$ cat src/rtl/sample_frame_aligner.sv
// sample_frame_aligner: collects one sample per enabled channel into per-lane
// slots and emits them as a single aligned frame. Sticky lanes may reuse
// their last emitted sample. A frame that never completes is forced out after
// TIMEOUT cycles, with its missing lanes flagged stale.
module sample_frame_aligner #(
  parameter int N_CH    = 4,
  parameter int W       = 16,
  parameter int TIMEOUT = 1024
) (
  input  logic              clk,
  input  logic              rst,
  input  logic [N_CH-1:0]   ch_en,
  input  logic [N_CH-1:0]   ch_sticky,
  input  logic [N_CH*W-1:0] in_data,
  input  logic [N_CH-1:0]   in_valid,
  output logic [N_CH-1:0]   in_ready,
  output logic [N_CH*W-1:0] out_data,
  output logic              out_valid,
  input  logic              out_ready,
  output logic [N_CH-1:0]   out_stale,
  output logic              out_timeout,
  output logic [N_CH-1:0]   ovr_flag,
  input  logic              ovr_clr
);

  localparam int CW = (TIMEOUT > 1) ? $clog2(TIMEOUT) : 1;
  localparam logic [CW-1:0] CNT_LAST = CW'(TIMEOUT - 1);

  logic [N_CH-1:0][W-1:0] slot_q, slot_d;
  logic [N_CH-1:0][W-1:0] held_q, held_d;
  logic [N_CH-1:0]        full_q, full_d;
  logic [N_CH-1:0]        have_q, have_d;
  logic [N_CH*W-1:0]      out_data_q, out_data_d;
  logic                   out_valid_q, out_valid_d;
  logic [N_CH-1:0]        out_stale_q, out_stale_d;
  logic                   out_timeout_q, out_timeout_d;
  logic [N_CH-1:0]        ovr_q, ovr_d;
  logic [CW-1:0]          cnt_q, cnt_d;

  logic [N_CH-1:0] ready;
  logic [N_CH-1:0] required;
  logic [N_CH-1:0] en_full;
  logic            complete;
  logic            timeout_hit;
  logic            load;

  // Frame decision: which lanes must be fresh, and whether a frame loads this edge.
  // A forced frame still needs one fresh enabled lane, so held-only frames never go out.
  always_comb begin
    ready       = ~full_q | ~ch_en;
    required    = ch_en & ~(ch_sticky & have_q);
    en_full     = ch_en & full_q;
    complete    = (&(~required | full_q)) & (|en_full);
    timeout_hit = (cnt_q == CNT_LAST) & (|en_full);
    load        = (complete | timeout_hit) & (~out_valid_q | out_ready);
  end

  // Per-lane slot capture, consumption on load, and held-sample history.
  always_comb begin
    slot_d = slot_q;
    held_d = held_q;
    full_d = full_q;
    have_d = have_q;
    for (int unsigned i = 0; i < N_CH; i++) begin
      if (!ch_en[i]) begin
        full_d[i] = 1'b0;
      end else if (full_q[i]) begin
        if (load) begin
          full_d[i] = 1'b0;
          held_d[i] = slot_q[i];
          have_d[i] = 1'b1;
        end
      end else if (in_valid[i]) begin
        full_d[i] = 1'b1;
        slot_d[i] = in_data[i*W +: W];
      end
    end
  end

  // Output register: loads a frame, otherwise holds until accepted.
  always_comb begin
    out_data_d    = out_data_q;
    out_stale_d   = out_stale_q;
    out_timeout_d = out_timeout_q;
    out_valid_d   = out_valid_q & ~out_ready;
    if (load) begin
      out_valid_d   = 1'b1;
      out_timeout_d = ~complete;
      for (int unsigned i = 0; i < N_CH; i++) begin
        if (ch_en[i] && full_q[i]) begin
          out_data_d[i*W +: W] = slot_q[i];
          out_stale_d[i]       = 1'b0;
        end else if (ch_en[i]) begin
          out_data_d[i*W +: W] = have_q[i] ? held_q[i] : '0;
          out_stale_d[i]       = 1'b1;
        end else begin
          out_data_d[i*W +: W] = '0;
          out_stale_d[i]       = 1'b0;
        end
      end
    end
  end

  // Timeout counter saturates at its last value so a blocked forced frame waits for the output.
  always_comb begin
    cnt_d = cnt_q;
    if (load || !(|full_q)) begin
      cnt_d = '0;
    end else if ((|en_full) && !complete && (cnt_q != CNT_LAST)) begin
      cnt_d = cnt_q + CW'(1);
    end
  end

  // Sticky overflow flags; a set in the same cycle beats the clear.
  always_comb begin
    ovr_d = (in_valid & ~ready) | (ovr_q & ~{N_CH{ovr_clr}});
  end

  // State registers with synchronous reset.
  always_ff @(posedge clk) begin
    if (rst) begin
      slot_q        <= '0;
      held_q        <= '0;
      full_q        <= '0;
      have_q        <= '0;
      out_data_q    <= '0;
      out_valid_q   <= 1'b0;
      out_stale_q   <= '0;
      out_timeout_q <= 1'b0;
      ovr_q         <= '0;
      cnt_q         <= '0;
    end else begin
      slot_q        <= slot_d;
      held_q        <= held_d;
      full_q        <= full_d;
      have_q        <= have_d;
      out_data_q    <= out_data_d;
      out_valid_q   <= out_valid_d;
      out_stale_q   <= out_stale_d;
      out_timeout_q <= out_timeout_d;
      ovr_q         <= ovr_d;
      cnt_q         <= cnt_d;
    end
  end

  assign in_ready    = ready;
  assign out_data    = out_data_q;
  assign out_valid   = out_valid_q;
  assign out_stale   = out_stale_q;
  assign out_timeout = out_timeout_q;
  assign ovr_flag    = ovr_q;

endmodule
$ cat config.mk
export PLATFORM = sky130hd
export DESIGN_NAME = sample_frame_aligner
export DESIGN_NICKNAME = d
export VERILOG_FILES = /design/src/rtl/sample_frame_aligner.sv
export SDC_FILE = /design/constraint.sdc
export NUM_CORES = 1
export LEC_CHECK = 0
export CAP_MARGIN = 20
export CELL_PAD_IN_SITES_DETAIL_PLACEMENT = 0
export CELL_PAD_IN_SITES_GLOBAL_PLACEMENT = 1
export CORE_MARGIN = 3
export CORE_UTILIZATION = 41
export CTS_BUF_LIST = sky130_fd_sc_hd__clkbuf_2
export DETAILED_ROUTE_END_ITERATION = 7
export HOLD_SLACK_MARGIN = 0.08
export PLACE_DENSITY = 0.87
export SKIP_CTS_REPAIR_TIMING = 1
export SLEW_MARGIN = 10
export SYNTH_ARGS = -nofsm -noshare
export SYNTH_HDL_FRONTEND = slang
export SYNTH_SLANG_ARGS = --single-unit
$ cat constraint.sdc
create_clock -name clk -period 2.3 [get_ports clk]
set_input_delay 0.46 -clock clk [delete_from_list [all_inputs] [get_ports clk]]
set_output_delay 0.46 -clock clk [all_outputs]
set_load 0.05 [all_outputs]
==> implementation parameters <==
Parameter                              Value

Yosys
  #FFs+latches synth    220
  Combinational family with the most area after synthesis    compound AO/OA/AOI/OAI gates
  Post-synth EDFFs    0
  Mux cell area share after synthesis    0.00110
  Simple-gate share of the synthesized area    0.141
  Post-synthesis instance total    1046
  Share of async-settable or async-resettable flops after synthesis    0
  Synthesized netlist net count    1127
  Fraction of synthesized cell area in xor and xnor cells    0.000966
  Most used flip-flop cell after synthesis    sky130_fd_sc_hd__dfxtp_1
  Arithmetic-cell share of the synthesized area counting full adders, half adders and majority gates    0.00138
  Avg Cell Area, Syn    8.66 µm²
  Count of unique library cells instantiated by Yosys    38
  Fraction of the yosys area taken by sequential cells    0.486
  Total of warnings raised by yosys    0
  Complex-gate fraction of the synthesized area    0.305
  Cell Area, Synth    9060 µm²

CTS
  Clock network latency to the later pin of the worst-skew pair    790 ps
  CTS Root Buffer Type    sky130_fd_sc_hd__clkbuf_2
  TritonCTS clock tree    built
  Number of buffers created by CTS    56
  TritonCTS Sinks    220
  Max Root-Sink Buffers    3
  Number of H-tree levels    2
  Worst-path clk slew    110 ps

Floorplan
  Horizontal extent of the die    155 µm
  Site row count    53
  Starting density of the core    0.424
  Total core area    21400 µm²
  Total die area    23900 µm²
  Overall die height    155 µm
  I/O pin cnt    158

Cells and area
  Highest-count cells in the layout ignoring fill and taps    sky130_fd_sc_hd__dfxtp_1, sky130_fd_sc_hd__a21oi_1, sky130_fd_sc_hd__nand2_1
  Most common library cell in the layout ignoring fill and taps    sky130_fd_sc_hd__dfxtp_1
  Final-stage net count    1291
  Share of cells above drive strength 1    0.149
  Area growth from synthesis to layout    30.9%
  Core Util, Final    0.556

Global route
  Wire length of the first global-routing pass    42200 µm
  Initial antenna violation count    1
  Total routing resource utilization after global routing    0.210
  Largest net degree at the start of global routing    68
  Via count of the first global-routing pass    8325
  Remaining Overflow, GRT    0

Route
  Initial DRC Count    534
  Via count    8566
  Routed via count divided by cell count    5.60
  DRC errors left    0
  Final ANT Viol Nets    0
  Per-cell routed wire length    17.2 µm
  Final WL    26300 µm
  Number of detailed-routing iterations run before antenna repair    5

Worst setup path
  Type of element capturing the critical path    output pin
  Biggest fanout along the worst timing path    7
  WP data required    1840 ps
  WP data arrival    1720 ps
  Largest incremental delay on the critical path    400 ps
  Cell with the largest stage delay on the worst path    sky130_fd_sc_hd__dfxtp_1
  Kind of critical path    flop to output pin
  Critical Path Source Type    flop
  Count of cells along the worst register-to-register path    7
  CP cell instances    and2_1, clkinv_4, buf_4

Placed design
  Dpl ws    -190 ps
  Number of input and output port buffers inserted    157
  DP HPWL    16800 µm
  Routability congestion estimate    0.773

Timing
  Number of slew-limit violations in the final report    0
  Smallest setup slack after layout    124 ps
  Setup violation total in the final timing report    0
  Transition time at the pin with the least slew margin    645 ps
  Final total negative setup slack    0 ps
  Worst Hold Slack    220 ps
  Share of the cycle needed by the critical path after routing    0.946
  Worst slew margin relative to its limit    0.569
  Clock skew after layout    33.2 ps
  Achievable frequency    460 MHz
  Min Clock Period, post-route    2180 ps
  Final-report hold violation count    0

Pwr
  Pwr Total    0.00752 W
  Worst VDD drop    273 µV
  Ratio of total power to cell area    634 nW/µm²
  Leakage power    5.12 nW

Hold path
  Type of the most critical hold path    input pin to flop
  Hold path cells    3

Run
  # Max-Cap Violations    0

Outcome
  Status    completed
==> cells by family (layout without fill, tap and decap cells) <==
group                      after synthesis  in the layout
other                                    0              1
AOI/OAI and AO/OA                      433            433
muxes                                    1              1
adders and majority gates                1              1
DFF                                    220            220
buffers and inverters                  128            335
xor gates and xnor gates                 1              1
and+or+nand+nor                        262            262
==> cell usage after synthesis, types with 2 or more instances <==
master | instances | area [µm²]
sky130_fd_sc_hd__nand4_1 | 67 | 419
sky130_fd_sc_hd__a22oi_1 | 64 | 480
sky130_fd_sc_hd__buf_2 | 31 | 155
sky130_fd_sc_hd__or3_1 | 5 | 31.3
sky130_fd_sc_hd__nor2_1 | 10 | 37.5
sky130_fd_sc_hd__or4_1 | 3 | 22.5
sky130_fd_sc_hd__o31ai_1 | 67 | 503
sky130_fd_sc_hd__a211oi_1 | 55 | 413
sky130_fd_sc_hd__clkbuf_1 | 73 | 274
sky130_fd_sc_hd__buf_4 | 10 | 75.1
sky130_fd_sc_hd__inv_4 | 4 | 25.0
sky130_fd_sc_hd__nand3_1 | 12 | 60.1
sky130_fd_sc_hd__nand2_1 | 137 | 514
sky130_fd_sc_hd__inv_1 | 6 | 22.5
sky130_fd_sc_hd__a21oi_1 | 208 | 1040
sky130_fd_sc_hd__a22o_1 | 2 | 17.5
sky130_fd_sc_hd__a211oi_2 | 10 | 125
sky130_fd_sc_hd__and2_1 | 13 | 81.3
sky130_fd_sc_hd__buf_6 | 2 | 22.5
sky130_fd_sc_hd__nor2b_1 | 9 | 56.3
sky130_fd_sc_hd__a21oi_2 | 10 | 87.6
sky130_fd_sc_hd__dfxtp_1 | 220 | 4400
sky130_fd_sc_hd__o21ai_0 | 13 | 65.1
==> layout make-up <==
type                            instances  area, µm²
Antenna cell                            1       2.50
Inverter                               10       55.1
Sequential cell                       220       4400
Clock inverter                         24        121
Timing Repair Buffer                  224       2440
Tap cell                              275        344
Fill cell                            2025       9490
Clock buffer                           77        385
Multi-Input combinational cell        698       4110
==> critical path: cells and delay by family (launching register included) <==
kind,cells,cell delay (ps)
flops,1,400
buf+inv,2,300
simple gates,1,220
==> metal layers <==
layer | GRT usage | part of all wire | up-vias | routed length (µm)
li1 | - | - | 4235 | -
met1 | 0.289 | 0.45 | 4026 | 11900
met2 | 0.334 | 0.47 | 264 | 12300
met3 | 0.0392 | 0.061 | 41 | 1610
met4 | 0.0656 | 0.018 | 0 | 476
met5 | 0 | 0 | - | 0
==> path summary, 6_finish.rpt <==
check,startpoint,endpoint,slack [ps]
worst min register to register,have_q[1],have_q[1],460
worst max-delay path,full_q[1],in_ready[1],120
worst min-delay path,in_data[26],slot_q[26],220
worst max register to register,cnt_q[0],held_q[0],270
==> flip-flops by register name (all words and copies together) (netlist names) <==
| register | count |
|---|---|
| slot_q | 64 |
| cnt_q | 10 |
| have_q | 4 |
| out_valid | 1 |
| ovr_flag | 4 |
| full_q | 4 |
| out_stale | 4 |
| out_timeout | 1 |
| held_q | 64 |
| out_data | 64 |
==> per-stage QoR <==
step | instances | area, µm²
2_1_floorplan | 1046 | 9060
3_3_place_gp | 1427 | 11200
3_5_place_dp | 1427 | 11200
4_1_cts | 1528 | 11700
5_1_grt | 1529 | 11900
6_report | 1529 | 11900
==> power breakdown <==
| part | total, W | switching, W | internal, W |
|---|---|---|---|
| sequential | 0.00397 | 0.0000676 | 0.00390 |
| combinational | 0.000978 | 0.000590 | 0.000388 |
| clock | 0.00258 | 0.00155 | 0.00103 |
| total | 0.00752 | 0.00221 | 0.00532 |
(Power assumes the default switching activity.)
